==> src/rtl/rdma_req_split_pkg.sv <==
// Shared types for the RDMA request splitter: field widths, per-request
// metadata carried onto every chunk, and the FSM state encoding.
package rdma_req_split_pkg;
  localparam int VADDR_BITS     = 48;
  localparam int LEN_BITS       = 28;
  localparam int DEST_BITS      = 4;
  localparam int PID_BITS       = 6;
  localparam int N_REGIONS_BITS = 1;

  typedef struct packed {
    logic                      ctl;
    logic                      stream;
    logic                      sync;
    logic                      host;
    logic [DEST_BITS-1:0]      dest;
    logic [PID_BITS-1:0]       pid;
    logic [N_REGIONS_BITS-1:0] vfid;
  } req_split_meta_t;

  typedef enum logic {
    ST_IDLE  = 1'b0,
    ST_SPLIT = 1'b1
  } split_state_e;
endpackage

==> src/rtl/rdma_req_split_if.sv <==
// Valid/ready memory request channel used on both sides of the splitter.
interface rdma_req_split_if;
  import rdma_req_split_pkg::*;

  logic                      valid;
  logic                      ready;
  logic [VADDR_BITS-1:0]     vaddr;
  logic [LEN_BITS-1:0]       len;
  logic                      ctl;
  logic                      stream;
  logic                      sync;
  logic                      host;
  logic [DEST_BITS-1:0]      dest;
  logic [PID_BITS-1:0]       pid;
  logic [N_REGIONS_BITS-1:0] vfid;

  modport master (output valid, vaddr, len, ctl, stream, sync, host, dest, pid, vfid,
                  input  ready);
  modport slave  (input  valid, vaddr, len, ctl, stream, sync, host, dest, pid, vfid,
                  output ready);
endinterface

==> src/rtl/rdma_req_split.sv <==
// Splits one memory request at a time into chunks that never cross a
// 2^BOUND_BITS-byte boundary; the output channel is fully registered.
module rdma_req_split
  import rdma_req_split_pkg::*;
#(
  parameter int BOUND_BITS = 12
) (
  input  logic              nclk,
  input  logic              nresetn,
  rdma_req_split_if.slave   s_req,
  rdma_req_split_if.master  m_req,
  output logic              busy
);

  function automatic logic [LEN_BITS-1:0] chunk_len(input logic [VADDR_BITS-1:0] addr,
                                                    input logic [LEN_BITS-1:0]   rem);
    logic [LEN_BITS-1:0] room;
    room = (LEN_BITS'(1) << BOUND_BITS) - LEN_BITS'(addr[BOUND_BITS-1:0]);
    return (rem < room) ? rem : room;
  endfunction

  split_state_e          state_q, state_d;
  logic [LEN_BITS-1:0]   rem_q, rem_d;
  logic [VADDR_BITS-1:0] addr_q, addr_d;
  req_split_meta_t       meta_q, meta_d;
  logic                  vld_q, vld_d;
  logic [VADDR_BITS-1:0] oaddr_q, oaddr_d;
  logic [LEN_BITS-1:0]   olen_q, olen_d;
  logic                  octl_q, octl_d;
  logic                  busy_q, busy_d;

  logic                  load_ok;
  logic                  s_ready;
  logic [LEN_BITS-1:0]   clen, nrem;

  always_comb begin
    state_d = state_q;
    rem_d   = rem_q;
    addr_d  = addr_q;
    meta_d  = meta_q;
    vld_d   = vld_q;
    oaddr_d = oaddr_q;
    olen_d  = olen_q;
    octl_d  = octl_q;
    busy_d  = busy_q;
    s_ready = 1'b0;
    clen    = '0;
    nrem    = '0;
    load_ok = !vld_q || m_req.ready;

    // A consumed chunk drops valid unless a new one is loaded below.
    if (load_ok) vld_d = 1'b0;

    case (state_q)
      ST_IDLE: begin
        s_ready = load_ok;
        if (s_req.valid && load_ok) begin
          clen           = chunk_len(s_req.vaddr, s_req.len);
          nrem           = s_req.len - clen;
          vld_d          = 1'b1;
          oaddr_d        = s_req.vaddr;
          olen_d         = clen;
          octl_d         = (nrem == '0) ? s_req.ctl : 1'b0;
          meta_d.ctl     = s_req.ctl;
          meta_d.stream  = s_req.stream;
          meta_d.sync    = s_req.sync;
          meta_d.host    = s_req.host;
          meta_d.dest    = s_req.dest;
          meta_d.pid     = s_req.pid;
          meta_d.vfid    = s_req.vfid;
          addr_d         = s_req.vaddr + VADDR_BITS'(clen);
          rem_d          = nrem;
          if (nrem != '0) begin
            state_d = ST_SPLIT;
            busy_d  = 1'b1;
          end
        end
      end
      ST_SPLIT: begin
        if (load_ok) begin
          clen    = chunk_len(addr_q, rem_q);
          nrem    = rem_q - clen;
          vld_d   = 1'b1;
          oaddr_d = addr_q;
          olen_d  = clen;
          octl_d  = (nrem == '0) ? meta_q.ctl : 1'b0;
          addr_d  = addr_q + VADDR_BITS'(clen);
          rem_d   = nrem;
          if (nrem == '0) begin
            state_d = ST_IDLE;
            busy_d  = 1'b0;
          end
        end
      end
      default: state_d = ST_IDLE;
    endcase
  end

  always_ff @(posedge nclk) begin
    if (!nresetn) begin
      state_q <= ST_IDLE;
      rem_q   <= '0;
      addr_q  <= '0;
      meta_q  <= '0;
      vld_q   <= 1'b0;
      oaddr_q <= '0;
      olen_q  <= '0;
      octl_q  <= 1'b0;
      busy_q  <= 1'b0;
    end else begin
      state_q <= state_d;
      rem_q   <= rem_d;
      addr_q  <= addr_d;
      meta_q  <= meta_d;
      vld_q   <= vld_d;
      oaddr_q <= oaddr_d;
      olen_q  <= olen_d;
      octl_q  <= octl_d;
      busy_q  <= busy_d;
    end
  end

  assign s_req.ready  = s_ready;
  assign m_req.valid  = vld_q;
  assign m_req.vaddr  = oaddr_q;
  assign m_req.len    = olen_q;
  assign m_req.ctl    = octl_q;
  assign m_req.stream = meta_q.stream;
  assign m_req.sync   = meta_q.sync;
  assign m_req.host   = meta_q.host;
  assign m_req.dest   = meta_q.dest;
  assign m_req.pid    = meta_q.pid;
  assign m_req.vfid   = meta_q.vfid;
  assign busy         = busy_q;

endmodule
==> src/flat_wrapper.sv <==
// flat-port wrapper written by rule: the top's interface ports become plain ports
module rdma_req_split_flat import rdma_req_split_pkg::*;
#(
  parameter int BOUND_BITS = 12
)
  (nclk, nresetn, busy, s_req_valid, s_req_vaddr, s_req_len, s_req_ctl, s_req_stream, s_req_sync, s_req_host, s_req_dest, s_req_pid, s_req_vfid, s_req_ready, m_req_valid, m_req_vaddr, m_req_len, m_req_ctl, m_req_stream, m_req_sync, m_req_host, m_req_dest, m_req_pid, m_req_vfid, m_req_ready);
  rdma_req_split_if s_req_i ();
  rdma_req_split_if m_req_i ();
  input  logic nclk;
  input  logic nresetn;
  output logic busy;
  input wire logic [$bits(s_req_i.valid)-1:0] s_req_valid;
  input wire logic [$bits(s_req_i.vaddr)-1:0] s_req_vaddr;
  input wire logic [$bits(s_req_i.len)-1:0] s_req_len;
  input wire logic [$bits(s_req_i.ctl)-1:0] s_req_ctl;
  input wire logic [$bits(s_req_i.stream)-1:0] s_req_stream;
  input wire logic [$bits(s_req_i.sync)-1:0] s_req_sync;
  input wire logic [$bits(s_req_i.host)-1:0] s_req_host;
  input wire logic [$bits(s_req_i.dest)-1:0] s_req_dest;
  input wire logic [$bits(s_req_i.pid)-1:0] s_req_pid;
  input wire logic [$bits(s_req_i.vfid)-1:0] s_req_vfid;
  output wire logic [$bits(s_req_i.ready)-1:0] s_req_ready;
  output wire logic [$bits(m_req_i.valid)-1:0] m_req_valid;
  output wire logic [$bits(m_req_i.vaddr)-1:0] m_req_vaddr;
  output wire logic [$bits(m_req_i.len)-1:0] m_req_len;
  output wire logic [$bits(m_req_i.ctl)-1:0] m_req_ctl;
  output wire logic [$bits(m_req_i.stream)-1:0] m_req_stream;
  output wire logic [$bits(m_req_i.sync)-1:0] m_req_sync;
  output wire logic [$bits(m_req_i.host)-1:0] m_req_host;
  output wire logic [$bits(m_req_i.dest)-1:0] m_req_dest;
  output wire logic [$bits(m_req_i.pid)-1:0] m_req_pid;
  output wire logic [$bits(m_req_i.vfid)-1:0] m_req_vfid;
  input wire logic [$bits(m_req_i.ready)-1:0] m_req_ready;
  assign s_req_i.valid = s_req_valid;
  assign s_req_i.vaddr = s_req_vaddr;
  assign s_req_i.len = s_req_len;
  assign s_req_i.ctl = s_req_ctl;
  assign s_req_i.stream = s_req_stream;
  assign s_req_i.sync = s_req_sync;
  assign s_req_i.host = s_req_host;
  assign s_req_i.dest = s_req_dest;
  assign s_req_i.pid = s_req_pid;
  assign s_req_i.vfid = s_req_vfid;
  assign s_req_ready = s_req_i.ready;
  assign m_req_valid = m_req_i.valid;
  assign m_req_vaddr = m_req_i.vaddr;
  assign m_req_len = m_req_i.len;
  assign m_req_ctl = m_req_i.ctl;
  assign m_req_stream = m_req_i.stream;
  assign m_req_sync = m_req_i.sync;
  assign m_req_host = m_req_i.host;
  assign m_req_dest = m_req_i.dest;
  assign m_req_pid = m_req_i.pid;
  assign m_req_vfid = m_req_i.vfid;
  assign m_req_i.ready = m_req_ready;
  rdma_req_split #(.BOUND_BITS(BOUND_BITS)) u_core (.nclk(nclk), .nresetn(nresetn), .s_req(s_req_i), .m_req(m_req_i), .busy(busy));
endmodule
==> config.mk <==
export PLATFORM = sky130hd
export DESIGN_NAME = rdma_req_split_flat
export DESIGN_NICKNAME = d
export VERILOG_FILES = /design/src/rtl/rdma_req_split_pkg.sv /design/src/rtl/rdma_req_split_if.sv /design/src/rtl/rdma_req_split.sv /design/src/flat_wrapper.sv
export SDC_FILE = /design/constraint.sdc
export NUM_CORES = 1
export LEC_CHECK = 0
export BUFFER_PORTS_ARGS = -buffer_cell sky130_fd_sc_hd__buf_2
export CAP_MARGIN = 25
export CORE_ASPECT_RATIO = 1.5
export CORE_UTILIZATION = 59
export DETAILED_ROUTE_END_ITERATION = 8
export GPL_TIMING_DRIVEN = 0
export MAX_ROUTING_LAYER = met4
export PLACE_DENSITY = 0.86
export SLEW_MARGIN = 10
export SYNTH_ARGS = -nofsm -noshare
export SYNTH_HDL_FRONTEND = slang
export SYNTH_SLANG_ARGS = --single-unit
==> constraint.sdc <==
create_clock -name nclk -period 8.6 [get_ports nclk]
set_clock_uncertainty 0.1 [all_clocks]
set_input_delay 0.43 -clock nclk [delete_from_list [all_inputs] [get_ports nclk]]
set_output_delay 0.43 -clock nclk [all_outputs]
set_load 0.02 [all_outputs]
==> results.py <==
metrics = {
    "die": {
        "die_area_um2": 23850,
        "rows": 67,
        "core_area_um2": 22550,
        "dieWidth_um": 126.4,
        "die_y_um": 188.6,
        "io-pin-count": 189,
        "start_util": 0.6076,
    },
    "cells_and_area": {
        "fill_cells": 2002,
        "multi_input_area_um2": 9652,
        "layout_common_cells": "nor2_1, buf_2, dfxtp_1, a21oi_1, nand2_1",
        "n_antenna_cell": 0,
        "drive_above_1_share": 0.1322,
        "final_common_cell": "nor2_1",
        "nNetsFinal": 2252,
        "area_delta_synth_final_pct": 14.33,
        "final-seq-area_um2": 3423,
    },
    "cts": {
        "postCtsHoldBufs": 0,
        "cts.sinks": 171,
        "clk_latency_ps": 460,
        "cts_root_buf": "clkbuf_16",
        "cts_tree": "built",
        "clk_pin_slew_ps": 80,
        "cts_resized": 0,
        "htreeDepth": 4,
        "cts_buffers": 17,
        "cts_buffer_depth": 2,
        "post-cts-setup-buffers": 0,
    },
    "critical_path": {
        "cpMostUsedCell": "nor4_1",
        "cp-start-kind": "register",
        "worstRegToRegCells": 25,
        "crit-reg2reg-launch": "u_core.addr_q[3]",
        "crit_arrival_ps": 8030,
        "required_ps": 8800,
        "cp_max_fo": 10,
        "critical-path-slowest-cell": "nor4_1",
        "r2r-end": "u_core.addr_q[46]",
        "slowest_delay_ps": 700,
        "critical_path_class": "reg -> reg",
        "end_kind": "register",
        "r2r_setup_slack_ps": 770,
    },
    "pwr": {
        "power_mw": 3.585,
        "clockPowerShare": 0.219,
        "power_switching_share": 0.4587,
        "total_leakage_power_nw": 6.966,
        "peakVddDrop_v": 0.0001762,
        "p_comb_frac": 0.505,
        "power.density_nw_per_um2": 228.9,
        "pwr-share-seq": 0.276,
        "p_switching_mw": 1.645,
        "p_int_mw": 1.941,
    },
    "route": {
        "routed_wl_um": 52920,
        "postRouteAntennaNets": 0,
        "drt_first_iter_violations": 1418,
        "vias": 15527,
        "wl_per_cell_um": 22.68,
        "via_per_inst": 6.655,
        "drc": 0,
        "drtPass1Iterations": 8,
    },
    "global_routing": {
        "antenna_found_initial": 0,
        "grt_pass1_vias": 14766,
        "grt_overflow": 0,
        "grt_pass1_wl_um": 80160,
        "grt.total_usage": 0.4533,
        "grt_max_degree": 19,
    },
    "run": {
        "maxCapViolations": 0,
    },
    "placed_design": {
        "hpwlAfterDp_um": 41300,
        "pre_cts_ws_ps": 897.7,
        "numPortBuffers": 187,
        "gpl.final_weighted_congestion": 1.041,
    },
    "status": {
        "outcome": "finished, final reports clean",
    },
    "synth": {
        "postSynthAreaPerCell_um2": 7.570,
        "synthCells": 1810,
        "syn_area_um2": 13700,
        "async_reset_ff_frac": 0,
        "yosysWarnings": 0,
        "ys.flop_type": "dfxtp_1",
        "ys_seq_area_frac": 0.2498,
        "synth_edf_count": 0,
        "synth.distinct_cells": 91,
        "ys_seq_elements": 171,
    },
    "sta": {
        "max_freq_ghz": 0.1278,
        "min_period_over_period": 0.9102,
        "tightest_slew_ps": 1020,
        "fin_ws_ps": 772.4,
        "layout_min_cycle_time_ps": 7828,
        "timing.hold.ws_ps": 108.8,
        "grt_setup_unrepaired": "no",
        "slew_headroom": 0.3199,
        "drv_slew": 0,
        "tns_ps": 0,
        "finalHoldViolCount": 0,
        "setup_viol": 0,
    },
    "min_path": {
        "hp-start": "s_req_pid[3]",
        "min_path_cells": 3,
        "hp-class": "in -> reg",
        "worstHoldEndpoint": "u_core.m_req.pid[3]",
    },
}
==> critical path, delay by kind of cell (launching register included) <==
kind | cells | cell delay [ps]
xor gates and xnor gates | 1 | 200
adders and majority gates | 2 | 680
AOI/OAI and AO/OA | 9 | 1960
buffers and inverters | 3 | 530
and+or+nand+nor | 9 | 3250
DFF | 1 | 410
muxes | 1 | 550
==> stage by stage <==
step                        util  cell area (um2)  cells
after CTS                 0.6947            15670   2333
after global placement    0.6693            15090   2302
after floorplan                -            13810   1839
after global routing      0.6947            15670   2333
final                     0.6947            15670   2333
after detailed placement  0.6693            15090   2302
==> cells by family (layout without fill, tap and decap cells) <==
family          after synthesis  count (layout)  share of synthesized area
other cells                   1              30                  0.0002737
mux                          38              38                    0.02831
xor+xnor                    117             117                    0.07479
compound gates              551             551                     0.2640
flops                       171             171                     0.2498
buf+inv                     181             399                    0.05369
fa+ha+maj                   112             112                     0.1045
simple gates                639             639                     0.2246
==> power groups by stage <==
stage	combinational, mW	sequential (mW)	clock, mW
after floorplan	1.23	1.01	0
after global placement	1.71	0.996	0
after detailed placement	1.74	0.998	0
after CTS	1.75	0.982	0.779
after global routing	1.95	0.996	0.806
final	1.81	0.989	0.786
==> cells in the mapped netlist, types with 16 or more instances <==
library cell / instances / share of area
dfxtp_1: 171 / 0.25
and3_1: 29 / 0.013
o21ai_0: 92 / 0.034
o211ai_1: 16 / 0.0088
ha_1: 108 / 0.099
o22ai_1: 48 / 0.022
nand4_1: 17 / 0.0078
nand2_1: 157 / 0.043
clkbuf_1: 76 / 0.021
a211oi_1: 24 / 0.013
nand2b_1: 22 / 0.010
xor2_1: 55 / 0.035
a21oi_1: 169 / 0.062
o21a_1: 17 / 0.0093
inv_1: 79 / 0.022
nor4_1: 26 / 0.012
or3_1: 18 / 0.0082
mux2i_1: 32 / 0.023
nand3_1: 38 / 0.014
a21o_1: 40 / 0.022
xnor2_1: 62 / 0.040
nor3_1: 76 / 0.028
nor2_1: 198 / 0.054
==> flip-flops by register name, indices dropped and copies added (netlist names) <==
signal and count:
u_core.addr_q 48, u_core.busy 1, u_core.m_req.ctl 1, u_core.m_req.dest 4, u_core.m_req.host 1, u_core.m_req.len 28, u_core.m_req.pid 6, u_core.m_req.stream 1
u_core.m_req.sync 1, u_core.m_req.vaddr 48, u_core.m_req.valid 1, u_core.m_req.vfid 1, u_core.meta_q 1, u_core.rem_q 28, u_core.state_q 1
==> cell type report <==
type	count	area share
multi-input combinational	1487	0.6161
sequential	171	0.2185
timing repair buffer	187	0.05974
buffer	101	0.02780
clock buffer	17	0.02716
tap	276	0.02204
inverter	80	0.01917
clock inverter	14	0.009425
==> worst max path at each step <==
stage,to,from,slack [ps]
3_5_place_dp,u_core.addr_q[44],s_req_vaddr[0],900
4_1_cts,u_core.addr_q[46],u_core.addr_q[3],990
5_1_grt,u_core.addr_q[46],u_core.addr_q[2],450
3_3_place_gp,u_core.addr_q[43],s_req_vaddr[0],920
6_report,u_core.addr_q[46],u_core.addr_q[3],770
2_1_floorplan,u_core.busy,u_core.addr_q[2],2260
==> routing by layer <==
metal / global-route usage / vias to the layer above / wire length, um
li1: - / 7072 / -
met2: 0.7620 / 904 / 25620
met5: - / - / 0
met4: 0.3716 / 0 / 4775
met1: 0.4661 / 7240 / 18880
met3: 0.07041 / 311 / 3656
Note: power is estimated with default switching activity, not from simulation.
